==> src/rtl/controls.sv <==
// -----------------------------------------------------------------------------
// controls.sv
// Shared ALU operation-code macros used by every block that talks to the ALU.
// Any code not listed here is undefined; the ALU returns 0 for it.
// -----------------------------------------------------------------------------
`ifndef CONTROLS_SV
`define CONTROLS_SV

`define ALU_ADD 4'h0
`define ALU_SUB 4'h1
`define ALU_AND 4'h2
`define ALU_OR  4'h3
`define ALU_XOR 4'h4
`define ALU_SLL 4'h5
`define ALU_SRL 4'h6
`define ALU_SRA 4'h7
`define ALU_SLT 4'h8
`define ALU_MUL 4'h9

`endif

==> src/rtl/alu_share_pkg.sv <==
// -----------------------------------------------------------------------------
// alu_share_pkg
// Shared types and helpers for the ALU-sharing scheduler.
//  - state_t   : scheduler FSM states.
//  - OP_*      : 4-bit ALU op codes, taken from the shared controls.sv macros.
//  - slice_of  : extracts requester i's field from a flattened request bus.
// -----------------------------------------------------------------------------
package alu_share_pkg;

`include "controls.sv"

  typedef enum logic [1:0] {
    IDLE = 2'd0,
    EXEC = 2'd1,
    RESP = 2'd2
  } state_t;

  // Op codes re-exported as typed constants so that modules and benches do
  // not have to expand the raw macros at every use.
  localparam logic [3:0] OP_ADD = `ALU_ADD;
  localparam logic [3:0] OP_SUB = `ALU_SUB;
  localparam logic [3:0] OP_AND = `ALU_AND;
  localparam logic [3:0] OP_OR  = `ALU_OR;
  localparam logic [3:0] OP_XOR = `ALU_XOR;
  localparam logic [3:0] OP_MUL = `ALU_MUL;

  // Upper bounds for the flattened buses handled by slice_of: up to 8
  // requesters with fields up to 64 bits wide.
  localparam int SLICE_MAX_W = 64;
  localparam int SLICE_MAX_N = 8;
  localparam int BUS_MAX_W   = SLICE_MAX_W * SLICE_MAX_N;

  // Returns bus[idx*w +: w] in the low bits. Bits above w belong to the
  // following slices, so the caller truncates the result to its field width.
  function automatic logic [SLICE_MAX_W-1:0] slice_of(
    input logic [BUS_MAX_W-1:0] bus,
    input int unsigned          idx,
    input int unsigned          w
  );
    logic [BUS_MAX_W-1:0] shifted;
    shifted = bus >> (idx * w);
    return shifted[SLICE_MAX_W-1:0];
  endfunction

endpackage

==> src/rtl/rr_arbiter.sv <==
// -----------------------------------------------------------------------------
// rr_arbiter
// Purely combinational round-robin arbiter. Scans req starting at ptr and
// wrapping modulo N; the first asserted request wins.
// Ports:
//   req       in  N          request vector
//   ptr       in  clog2(N)   highest-priority index (must be < N)
//   grant     out N          one-hot grant (all zero when no request)
//   grant_idx out clog2(N)   index of the granted requester
//   any_req   out 1          at least one request is asserted
// -----------------------------------------------------------------------------
module rr_arbiter #(
  parameter int N = 2
) (
  input  logic [N-1:0]         req,
  input  logic [$clog2(N)-1:0] ptr,
  output logic [N-1:0]         grant,
  output logic [$clog2(N)-1:0] grant_idx,
  output logic                 any_req
);

  localparam int IDX_W = $clog2(N);
  // One extra bit so ptr + k cannot overflow before the modulo-N fold.
  localparam int SUM_W = IDX_W + 1;

  logic [SUM_W-1:0] sum;
  logic [IDX_W-1:0] idx;

  always_comb begin
    // NOTE: every output gets a default before the loop, so no path through
    // this block leaves a variable unassigned and no latch is inferred.
    grant     = '0;
    grant_idx = '0;
    any_req   = 1'b0;
    sum       = '0;
    idx       = '0;
    for (int k = 0; k < N; k++) begin
      sum = {1'b0, ptr} + SUM_W'(k);
      if (sum >= SUM_W'(N)) begin
        sum = sum - SUM_W'(N);
      end
      idx = sum[IDX_W-1:0];
      if (!any_req && req[idx]) begin
        any_req    = 1'b1;
        grant[idx] = 1'b1;
        grant_idx  = idx;
      end
    end
  end

endmodule

==> src/rtl/alu_share_sched.sv <==
// -----------------------------------------------------------------------------
// alu_share_sched
// Time-shares one external combinational ALU among NREQ requesters.
// A request is accepted in IDLE (round-robin), its operands are registered
// and held on the ALU inputs for one EXEC cycle (MUL_LAT cycles for ALU_MUL),
// then the registered result is offered to the owner in RESP until accepted.
// Ports:
//   clk, rst               clock, synchronous active-high reset
//   req_valid/req_ready    per-requester request handshake (NREQ bits)
//   req_a/req_b/req_sel    flattened per-requester operands and op select
//   resp_valid/resp_ready  per-requester response handshake (NREQ bits)
//   resp_out/zero/neg      registered result and flags, shared by requesters
//   alu_a/alu_b/alu_sel    registered drive to the external ALU
//   alu_out/zero/neg       combinational return from the external ALU
//   busy                   scheduler is not IDLE
// -----------------------------------------------------------------------------
module alu_share_sched
  import alu_share_pkg::*;
#(
  parameter int WIDTH   = 32,
  parameter int ALU_SEL = 4,
  parameter int NREQ    = 2,
  parameter int MUL_LAT = 3
) (
  input  logic                    clk,
  input  logic                    rst,
  input  logic [NREQ-1:0]         req_valid,
  output logic [NREQ-1:0]         req_ready,
  input  logic [NREQ*WIDTH-1:0]   req_a,
  input  logic [NREQ*WIDTH-1:0]   req_b,
  input  logic [NREQ*ALU_SEL-1:0] req_sel,
  output logic [NREQ-1:0]         resp_valid,
  input  logic [NREQ-1:0]         resp_ready,
  output logic [WIDTH-1:0]        resp_out,
  output logic                    resp_zero,
  output logic                    resp_neg,
  output logic [WIDTH-1:0]        alu_a,
  output logic [WIDTH-1:0]        alu_b,
  output logic [ALU_SEL-1:0]      alu_sel,
  input  logic [WIDTH-1:0]        alu_out,
  input  logic                    alu_zero,
  input  logic                    alu_neg,
  output logic                    busy
);

  localparam int IDX_W = $clog2(NREQ);
  // Wide enough to hold MUL_LAT-1; at least one bit.
  localparam int CNT_W = (MUL_LAT > 1) ? $clog2(MUL_LAT) : 1;

  localparam logic [ALU_SEL-1:0] SEL_MUL  = ALU_SEL'(OP_MUL);
  localparam logic [IDX_W-1:0]   LAST_IDX = IDX_W'(NREQ - 1);
  localparam logic [CNT_W-1:0]   MUL_CNT  = CNT_W'(MUL_LAT - 1);

  state_t             state_q,  state_d;
  logic [IDX_W-1:0]   rr_ptr_q, rr_ptr_d;
  logic [IDX_W-1:0]   owner_q,  owner_d;
  logic [CNT_W-1:0]   cnt_q,    cnt_d;
  logic [WIDTH-1:0]   a_q,      a_d;
  logic [WIDTH-1:0]   b_q,      b_d;
  logic [ALU_SEL-1:0] sel_q,    sel_d;
  logic [WIDTH-1:0]   res_q,    res_d;
  logic               zero_q,   zero_d;
  logic               neg_q,    neg_d;

  logic [NREQ-1:0]    arb_grant;
  logic [IDX_W-1:0]   arb_idx;
  logic               arb_any;

  logic [WIDTH-1:0]   pick_a;
  logic [WIDTH-1:0]   pick_b;
  logic [ALU_SEL-1:0] pick_sel;

  rr_arbiter #(.N(NREQ)) u_arb (
    .req       (req_valid),
    .ptr       (rr_ptr_q),
    .grant     (arb_grant),
    .grant_idx (arb_idx),
    .any_req   (arb_any)
  );

  // Operand fields of whichever requester the arbiter currently selects.
  assign pick_a   = WIDTH'(slice_of(BUS_MAX_W'(req_a), 32'(arb_idx), 32'(WIDTH)));
  assign pick_b   = WIDTH'(slice_of(BUS_MAX_W'(req_b), 32'(arb_idx), 32'(WIDTH)));
  assign pick_sel = ALU_SEL'(slice_of(BUS_MAX_W'(req_sel), 32'(arb_idx), 32'(ALU_SEL)));

  always_comb begin
    state_d  = state_q;
    rr_ptr_d = rr_ptr_q;
    owner_d  = owner_q;
    cnt_d    = cnt_q;
    a_d      = a_q;
    b_d      = b_q;
    sel_d    = sel_q;
    res_d    = res_q;
    zero_d   = zero_q;
    neg_d    = neg_q;
    case (state_q)
      IDLE: begin
        if (arb_any) begin
          a_d     = pick_a;
          b_d     = pick_b;
          sel_d   = pick_sel;
          owner_d = arb_idx;
          // The multiplier gets MUL_LAT cycles of stable inputs; everything
          // else resolves in one.
          cnt_d   = (pick_sel == SEL_MUL) ? MUL_CNT : '0;
          state_d = EXEC;
        end
      end
      EXEC: begin
        if (cnt_q != '0) begin
          cnt_d = cnt_q - 1'b1;
        end else begin
          res_d   = alu_out;
          zero_d  = alu_zero;
          neg_d   = alu_neg;
          state_d = RESP;
        end
      end
      RESP: begin
        // Only the owner's resp_ready completes the response.
        if (resp_ready[owner_q]) begin
          rr_ptr_d = (owner_q == LAST_IDX) ? '0 : owner_q + 1'b1;
          state_d  = IDLE;
        end
      end
      default: state_d = IDLE;
    endcase
  end

  always_ff @(posedge clk) begin
    // NOTE: sequential state uses non-blocking assignments so every flop
    // samples the pre-edge value of every other flop.
    if (rst) begin
      state_q  <= IDLE;
      rr_ptr_q <= '0;
      owner_q  <= '0;
      cnt_q    <= '0;
      a_q      <= '0;
      b_q      <= '0;
      sel_q    <= '0;
      res_q    <= '0;
      zero_q   <= 1'b0;
      neg_q    <= 1'b0;
    end else begin
      state_q  <= state_d;
      rr_ptr_q <= rr_ptr_d;
      owner_q  <= owner_d;
      cnt_q    <= cnt_d;
      a_q      <= a_d;
      b_q      <= b_d;
      sel_q    <= sel_d;
      res_q    <= res_d;
      zero_q   <= zero_d;
      neg_q    <= neg_d;
    end
  end

  // Handshakes are masked during reset so a requester never sees an accept
  // or a response that the reset is about to discard.
  assign req_ready = (state_q == IDLE && !rst) ? arb_grant : '0;

  always_comb begin
    resp_valid = '0;
    if (state_q == RESP && !rst) begin
      resp_valid[owner_q] = 1'b1;
    end
  end

  assign resp_out  = res_q;
  assign resp_zero = zero_q;
  assign resp_neg  = neg_q;
  assign alu_a     = a_q;
  assign alu_b     = b_q;
  assign alu_sel   = sel_q;
  assign busy      = (state_q != IDLE);

endmodule

==> config.mk <==
export PLATFORM = sky130hd
export DESIGN_NAME = alu_share_sched
export DESIGN_NICKNAME = d
export VERILOG_FILES = /design/src/rtl/alu_share_pkg.sv /design/src/rtl/rr_arbiter.sv /design/src/rtl/alu_share_sched.sv
export VERILOG_INCLUDE_DIRS = /design/src /design/src/rtl
export SDC_FILE = /design/constraint.sdc
export NUM_CORES = 1
export LEC_CHECK = 0
export ABC_AREA = 0
export BUFFER_PORTS_ARGS = -buffer_cell sky130_fd_sc_hd__buf_2
export CAP_MARGIN = 30
export CORE_ASPECT_RATIO = 0.75
export CORE_UTILIZATION = 25
export DETAILED_ROUTE_END_ITERATION = 12
export GPL_TIMING_DRIVEN = 1
export PLACE_DENSITY = 0.48
export SLEW_MARGIN = 25
export SYNTH_ARGS = -nofsm -noshare
export SYNTH_HDL_FRONTEND = slang
export SYNTH_SLANG_ARGS = --single-unit
export TNS_END_PERCENT = 100
==> constraint.sdc <==
create_clock -name clk -period 1.75 [get_ports clk]
set_input_delay 0.175 -clock clk [delete_from_list [all_inputs] [get_ports clk]]
set_output_delay 0.175 -clock clk [all_outputs]
set_load 0.02 [all_outputs]
; ---- Word level (Yosys, flattened, before mapping)
; Index checks and enable logic that the tools add are counted.
[totals]
wordCells = 83
ff_bits = 108
output_inout_bits = 107
[op_classes]
mux = 31
n_addsub = 5
bitwise = 2
eq_ne = 7
order_cmp = 8
reduce_logical = 17
shifts = 3
[ops]
columns = operator, n
row1 = right shift 64 x 6 -> 32 bit, 2
row2 = two-way mux 2 bit, 10
row3 = two-way mux 1 bit, 16
row4 = "inequality test 2 bit, second input constant", 4
row5 = right shift 8 x 3 -> 4 bit, 1
row6 = logical AND 1 bit, 6
row7 = "less-than comparator 1 x 2 -> 1 bit, second input constant", 3
row8 = one-hot mux 2 bit (3 select lines), 1
row9 = AND reduction 2 bit, 3
row10 = AND reduction 3 bit, 2
row11 = nonzero test 2 bit, 3
row12 = "== test 4 bit, second input constant", 1
row13 = one-hot mux 2 bit (2 select lines), 1
row14 = demux 1 bit (select 1 bit), 3
row15 = ">= comparator 1 bit, second input constant", 3
row16 = "adder 1 x 1 -> 2 bit, second input constant", 1
row17 = "== test 2 x 1 -> 1 bit, second input constant", 1
row18 = "== test 2 bit, second input constant", 1
row19 = ">= comparator 1 x 2 -> 1 bit, second input constant", 1
row20 = ">= comparator 2 bit, second input constant", 1
row21 = zero test 1 bit, 2
row22 = zero test 2 bit, 1
row23 = OR 2 bit, 1
row24 = "subtractor 1 bit, second input constant", 2
row25 = other kinds (3), 3

; ---- Logic depth before layout (Yosys ltp)
; Gate-level depths: netlist of the first run.
[depth]
word_depth = 13
depth_mapped = 7

; ---- Modules after synthesis
; Synthesis of the first run repeated with hierarchy kept, for this count alone.
[unflattened]
cells_unflattened = 503
area_unflattened_um2 = 4921.0
[modules_own_cells]
columns = module, area_each_um2, cells_each, n_inst, seq_area_each_um2
row1 = alu_share_sched, 4888.4, 498, 1, 2162.1
row2 = rr_arbiter, 32.5, 5, 1, 0.0

; ---- Worst setup path before layout of the first run
; Ideal clock, no wire load.
[synth_timing]
kind = reg2out
from = register state_q[0]
to = output port req_ready[0]
arrival_time_ps = 1793
path_buffers = 1
path_stages_with_launch = 5
setup_slack_ps = -218
path_cell_list = dfxtp_1 buf_6 nor2_1 inv_1 a2111oi_0
[synth_between]
elab_chain_len = 3
[synth_lines]
columns = item, line_no
row1 = start: declaration, alu_share_sched.sv:54  ; state_t state_q, state_d;
row2 = start signal: assignment, alu_share_sched.sv:146  ; state_q <= state_d;
row3 = zero test 2 bit, alu_share_sched.sv:161  ; assign req_ready = (state_q == IDLE && !rst) ? arb_grant : '0;
row4 = logical AND 1 bit, alu_share_sched.sv:161
row5 = two-way mux 2 bit, alu_share_sched.sv:161
row6 = end: declaration, alu_share_sched.sv:28  ; output logic [NREQ-1:0] req_ready,
; Every way passes these cells.

; ---- Final worst setup path of the first run
[layout_timing]
from = register state_q[1]
to = output port req_ready[0]
; The elaborated chain is that of the path after synthesis.

==> metrics.md, run 1 <==
| Metric | Value |
|---|---|
| Starting Density | 0.258 |
| Later-pin clock latency in the skew report | 0.35 ns |
| Max rail drop VDD | 0.000449 V |
| Core ar. | 19500 um^2 |
| Vias per std cell | 4.34 |
| CTS Hold Bufs | 0 |
| Arr. time, crit path | 1.46 ns |
| H-tree level count | 3 |
| TritonCTS Buffers | 9 |
| Post-synth EDFFs | 0 |
| Most common cell after layout, fill and taps aside | buf_2 |
| Failing checks | DRC |
| Max transition margin | 0.713 |
| DP Wirelength | 10900 um |
| Num Clock Sinks | 108 |
| Unique masters post-synth | 30 |
| FP Rows | 44 |
| First-pass GRT wire length | 22900 um |
| Final clock skew | 0.00716 ns |
| Post-synthesis sequential area ratio | 0.428 |
| CTS root buf | clkbuf_16 |
| Nets | 949 |
| DR WL/cell | 14.0 um |
| Die height | 125 um |
| Die width | 166 um |
| Vias in the first global route | 4346 |
| DRC | 22 |
| Syn Nets | 676 |
| Maximum clock path buffer count | 2 |
| TritonCTS clock tree | built |
| Worst path required time | 1.57 ns |
| Setup CP Type | reg -> out |
| Worst Max-Slew Pin Slew | 0.431 ns |
| R2R Path Start | rr_ptr_q$_SDFFE_PP0P_ |
| RePlAce Congestion | 0.700 |
| Total global routing overflow | 0 |
| Post-Layout Cell Count | 1030 |
| Proportion of layout cells with a drive suffix above 1 | 0.517 |
| Max-cap violations | 0 |
| Clk slew on worst S/H paths | 0.08 ns |
| Worst-path maximum fanout | 7 |
| Synth Cell Area | 5050 um^2 |
| Yosys warnings | 0 |
| Syn_area_per_cell | 10.1 um^2 |
| 1st-pass router iterations | 8 |
| P_leak | 0.00345 uW |
| Syn-to-layout area delta | 39.0% |
| Achievable clock frequency | 611 MHz |
| Post-synthesis async set-or-reset flop share | 0 |
| Synth area leaders | dfxtp_1, a211oi_2, mux2i_1 |
| Total global-route track usage | 0.138 |
| PD cells | 1030 nW/um^2 |
| Hold_sp | alu_out[6] |
| Area leader, netlist | dfxtp_1 |
| Min Clock Period, post-route | 1.64 ns |
| Antenna Nets Post-Route | 0 |
| Initial antenna violation count | 1 |
| RSZ-0062 raised after global routing | no |
| Largest net degree at the start of global routing | 59 |
| N_diodes | 0 |
| Status | finished with violations |
| Critical Path Start | state_q[1]$_SDFFE_PP0P_ |
| Die area | 20800 um^2 |
| Worst Setup End Kind | output port |
| Post-Route WL | 14400 um |
| Hold Fails Final Rpt | 0 |
| Final hold slack | 0.0558 ns |
| Tcrit/Tclk final | 0.935 |
| Critical path launch point type | flop |
| Synth Flop Type | dfxtp_1 |
| FF+latch count, synth | 108 |
| Final Slew Violations | 0 |
| IO buf count | 282 |
| First DRT Iteration DRCs | 238 |
| Cell Count Post-Placement | 1010 |
| Via count | 4468 |
| Top-area cell type share of the netlist area | 0.428 |
| Class of the worst hold path | in -> reg |
| Top-level port count | 283 |
| Power Total | 7230 uW |
| Most frequent cells in the layout | buf_2, dfxtp_1, nor2_1 |
| Setup tns final | 0 ns |
| Final Setup Violations | 0 |
| Cells after synthesis | 499 |
final timing paths:
kind / end / depth (start not counted) / slack [ns]
worst max-delay path: req_ready[0] / 4 / 0.11
worst min-delay path: resp_out[6]$_SDFFE_PP0P_ / 3 / 0.06
worst max register to register: alu_b[17]$_SDFFE_PP0P_ / 6 / 0.19
worst min register to register: resp_neg$_SDFFE_PP0P_ / 2 / 0.45
stage by stage:
stage                     setup WS (ns)  cell area, um^2  utilization
after floorplan                  0.0427             5050            -
after global placement            0.111             6650        0.340
after detailed placement          0.110             6650        0.340
after CTS                       0.00889             6970        0.357
after global routing             0.0137             7010        0.359
final                             0.113             7010        0.359
worst max-delay path, cell delays in order (launching register included):
cell and delay (ns):
dfxtp_2 0.37, nor2_2 0.14, inv_2 0.08, a2111oi_4 0.31, buf_4 0.21
power breakdown:
group | switching (uW) | internal [uW] | leakage [uW]
combinational | 1350 | 932 | 0.00242
clock | 963 | 1050 | 0.000135
sequential | 162 | 2770 | 0.000893
total | 2480 | 4760 | 0.00345
cell families after synthesis:
family / count (synthesis) / share of synthesized area
AO/OA/AOI/OAI: 113 / 0.216
adder cells (fa/ha/maj): 1 / 0.00248
buffers and inverters: 48 / 0.0818
flip-flops: 108 / 0.428
multiplexers: 71 / 0.141
AND/OR/NAND/NOR: 158 / 0.130
registers in the layout, summed over array words and instances (netlist names):
signal,cells
alu_b,32
resp_zero,1
resp_out,32
alu_sel,4
owner_q,1
rr_ptr_q,1
resp_neg,1
cnt_q,2
state_q,2
alu_a,32
per-layer routing:
metal | vias to the layer above | GRT usage | part of all wire
met3 | 11 | 0.0551 | 0.097
met5 | - | 0 | 0.0012
met1 | 1990 | 0.171 | 0.45
met2 | 174 | 0.225 | 0.44
met4 | 2 | 0.0330 | 0.0096
li1 | 2291 | - | -
cell type report:
| class | instances | area, um^2 |
|---|---|---|
| Multi-Input combinational cell | 343 | 2510 |
| Clock inverter | 4 | 32.5 |
| Fill cell | 2029 | 12500 |
| Clock buffer | 12 | 256 |
| Timing Repair Buffer | 306 | 1720 |
| Tap cell | 253 | 317 |
| Inverter | 4 | 15.0 |
| Sequential cell | 108 | 2170 |
cell usage after synthesis, types with 7 or more instances:
cell type / number
a21oi_1: 40
nor2_1: 73
mux2i_1: 71
buf_2: 17
a211oi_2: 68
buf_12: 10
clkbuf_1: 7
dfxtp_1: 108
nand2_1: 70
what timing repair did:
action / 4_1_cts / 5_1_grt
gates cloned: 0 / 0
setup endpoints to repair: 3 / 3
hold endpoints to repair: 0 / 0
resized for setup: 7 / 2
buffers inserted: 0 / 4
Power figures use the tool's default switching activity.
==> run 2: changes to the inputs <==
--- a/config.mk
+++ b/config.mk
@@ -13,9 +13,10 @@
 export CORE_UTILIZATION = 25
 export DETAILED_ROUTE_END_ITERATION = 12
 export GPL_TIMING_DRIVEN = 1
-export PLACE_DENSITY = 0.48
+export PLACE_DENSITY = 0.49
 export SLEW_MARGIN = 25
 export SYNTH_ARGS = -nofsm -noshare
 export SYNTH_HDL_FRONTEND = slang
+export SYNTH_HIERARCHICAL = 1
 export SYNTH_SLANG_ARGS = --single-unit
 export TNS_END_PERCENT = 100
==> run 2 against run 1 <==
  * The flow now finishes without violations
  * Setup slack improved by 0.0057 ns
  * Register-to-register slack got worse by 0.04 ns
  * Critical path depth grew 1
  * Combinational power fell by 2%
  * Maximum frequency rose by 0.35%
  * Sequential share of layout area increased by 0.43 points
  * Hold slack got worse by 0.0015 ns
  * Sequential cell count unchanged
  * Via count down 1.7%
  * First-iteration DRC count down 29%
  * Area after synthesis fell by 2.5%
  * Critical endpoint unchanged
  * Largest cell class unchanged
==> metrics.md, run 2 <==
| Metric | Value |
|---|---|
| Total global-route track usage | 0.128 (-0.0109) |
| Most common cell after layout, fill and taps aside | buf_2 |
| DP Wirelength | 10100 um (-7.5%) |
| Post-route setup slack | 0.119 ns (+0.00565 ns) |
| Final hold slack | 0.0543 ns (-0.00148 ns) |
| Num Clock Sinks | 108 (unchanged) |
| Post-synthesis async set-or-reset flop share | 0 (unchanged) |
| Vias per std cell | 4.28 (-1.4%) |
| Worst path required time | 1.57 ns (about the same) |
| First DRT Iteration DRCs | 169 (-29%) |
| Syn-to-layout area delta | 40.4% |
| Reg area | 2160 um^2 (-0.12%) |
| N_diodes | 0 (unchanged) |
| Synth cell count leaders | dfxtp_1, nor2_1, mux2i_1 |
| Area leader, netlist | dfxtp_1 |
| Worst Max-Slew Pin Slew | 0.384 ns (-0.0462 ns) |
| Final Slew Violations | 0 (unchanged) |
| PD cells | 1030 nW/um^2 (+0.30%) |
| Worst Path Buf+Inv | 2 (unchanged) |
| Synth Flop Type | dfxtp_1 |
| TritonCTS Buffers | 9 (unchanged) |
| Achievable clock frequency | 613 MHz (+0.35%) |
| Post-Route WL | 13400 um (-6.5%) |
| RePlAce Congestion | 0.732 (+4.5%) |
| RSZ-0062 raised after global routing | no |
| Proportion of layout cells with a drive suffix above 1 | 0.499 (-0.0180) |
| End of the critical path | req_ready[0] |
| Antenna Nets Post-Route | 0 (unchanged) |
| Total global routing overflow | 0 (unchanged) |
| Via count | 4390 (-1.7%) |
| Worst path top cell family by delay | simple AND/OR/NAND/NOR gates |
| Max rail drop VDD | 0.000487 V (+8.6%) |
| Max incr delay on CP | 0.34 ns (-0.03 ns) |
| Total of fill cells in the finished design | 2030 (+0.049%) |
| TritonCTS clock tree | built |
| IO buf count | 282 (unchanged) |
| Nets | 945 (-0.42%) |
| Setup tns final | 0 ns (unchanged) |
| Worst r2r dst | alu_sel[3]$_SDFFE_PP0P_ |
| Status | completed |
| Core ar. | 19300 um^2 (-1.1%) |
| Synth area leaders | dfxtp_1, a211oi_2, mux2i_1 |
| First-pass GRT wire length | 20000 um (-13%) |
| Initial antenna violation count | 4 (+3) |
| Top-area cell type share of the netlist area | 0.439 (+0.0110) |
| Yosys warnings | 6 (+6) |
| Class of the worst hold path | in -> reg |
| FP Rows | 44 (unchanged) |
| Clk slew on worst S/H paths | 0.08 ns (about the same) |
| CP max stage cell | dfxtp_2 |
| CP cell instances | buf_4 > or2_4 > nor2_2 > and2_4 > buf_6 |
| Max-cap violations | 0 (unchanged) |
| Arr. time, crit path | 1.46 ns (about the same) |
| CTS root buf | clkbuf_16 |
| Starting Density | 0.255 (-0.00360) |
| Post-synth EDFFs | 0 (unchanged) |
| Most frequent cells in the layout | buf_2, dfxtp_1, nor2_1 |
| Min Clock Period, post-route | 1.63 ns (-0.00565 ns) |
| Hold Fails Final Rpt | 0 (unchanged) |
| Final clock skew | 0.00759 ns (+0.000429 ns) |
| Unique masters post-synth | 31 (+3.3%) |
| Critical Path Start | state_q[1]$_SDFFE_PP0P_ |
| Cells after synthesis | 503 (+0.80%) |
| H-tree level count | 3 (unchanged) |
| Die height | 124 um (-1.2%) |
| Setup CP Type | reg -> out |
| Maximum clock path buffer count | 2 (unchanged) |
| Vias in the first global route | 3969 (-8.7%) |
| DR WL/cell | 13.1 um (-6.1%) |
| Post-synthesis sequential area ratio | 0.439 (+0.0110) |
| Worst Setup End Kind | output port |
| Syn_area_per_cell | 9.78 um^2 (-3.3%) |
| P_leak | 0.00316 uW (-8.5%) |
| FF+latch count, synth | 108 (unchanged) |
| Power Total | 7150 uW (-1.2%) |
| 1st-pass router iterations | 4 (-4) |
| Tcrit/Tclk final | 0.932 (-0.00323) |
| R2R Path Start | rr_ptr_q$_SDFFE_PP0P_ |
| Critical path depth in cells | 5 (+1) |
| Area of the multi-input gates | 2490 um^2 (-0.65%) |
| R2r setup slk | 0.15 ns (-0.04 ns) |
| Max transition margin | 0.743 (+0.0305) |
| Final Setup Violations | 0 (unchanged) |
| Die width | 164 um (-1.2%) |
| Worst-path maximum fanout | 9 (+2) |
| Syn Nets | 680 (+0.59%) |
| Largest net degree at the start of global routing | 59 (unchanged) |
| Synth Cell Area | 4920 um^2 (-2.5%) |
| Top-level port count | 283 (unchanged) |
| Critical path launch point type | flop |
| Most common cell in the netlist | dfxtp_1 |
| Die area | 20300 um^2 (-2.5%) |
| DRC | 0 (-100%) |
| FF-to-FF path depth | 6 (unchanged) |
| Later-pin clock latency in the skew report | 0.35 ns (about the same) |
| Post-place setup slack | 0.133 ns (+0.0232 ns) |
run 2: repair_timing:
| action | 4_1_cts | 5_1_grt |
|---|---|---|
| endpoints found under the setup margin | 2 | 2 |
| hold buffers | 0 | 0 |
| endpoints found under the hold margin | 0 | 0 |
| resized for setup | 3 | 6 |
| cloned | 0 | 0 |
| buffers inserted | 0 | 0 |
run 2: cell families after synthesis:
family	share of synthesized area
muxes	0.143
DFF	0.439
AOI/OAI and AO/OA	0.221
adders and majority gates	0.00254
buffers and inverters	0.0603
and+or+nand+nor	0.134
run 2: layout make-up:
type                            instances  share of cell area
Multi-Input combinational cell        346               0.360
Timing Repair Buffer                  298               0.236
Clock buffer                           10              0.0346
Sequential cell                       108               0.313
Clock inverter                          6             0.00706
Inverter                                5             0.00272
Tap cell                              253              0.0458
run 2: stage by stage:
stage	instance area, um^2	utilization	instances
after floorplan	4920	-	503
after detailed placement	6600	0.341	1010
final	6910	0.358	1026
after CTS	6890	0.357	1026
after global routing	6910	0.358	1026
after global placement	6600	0.341	1010
run 2: power breakdown:
part | leakage, uW | switching [uW] | total, uW | internal, uW
Combinational | 0.00213 | 1340 | 2240 | 905
Sequential | 0.000893 | 156 | 2930 | 2780
Clock | 0.000137 | 957 | 1980 | 1020
Total | 0.00316 | 2450 | 7150 | 4700
run 2: metal layers:
layer  GRT usage  share of wire  vias up
met2       0.212           0.46      166
li1            -              -     2272
met3      0.0507          0.085       15
met1       0.152           0.44     1933
met5           0         0.0019        -
met4      0.0365          0.012        4
run 2: worst min-delay path by stage:
stage                      startpoint                   endpoint  depth (start not counted)
final                     alu_out[20]  resp_out[20]$_SDFFE_PP0P_                          3
after global routing      alu_out[24]  resp_out[24]$_SDFFE_PP0P_                          3
after CTS                 alu_out[16]  resp_out[16]$_SDFFE_PP0P_                          3
after detailed placement     alu_zero     resp_zero$_SDFFE_PP0P_                          3
after global placement    alu_out[28]  resp_out[28]$_SDFFE_PP0P_                          3
after floorplan           alu_out[10]  resp_out[10]$_SDFFE_PP0P_                          2
run 2: tightest hold or removal path, stage by stage:
cell     delay (ns)
buf_2          0.09
nand2_1        0.04
a21oi_1        0.05
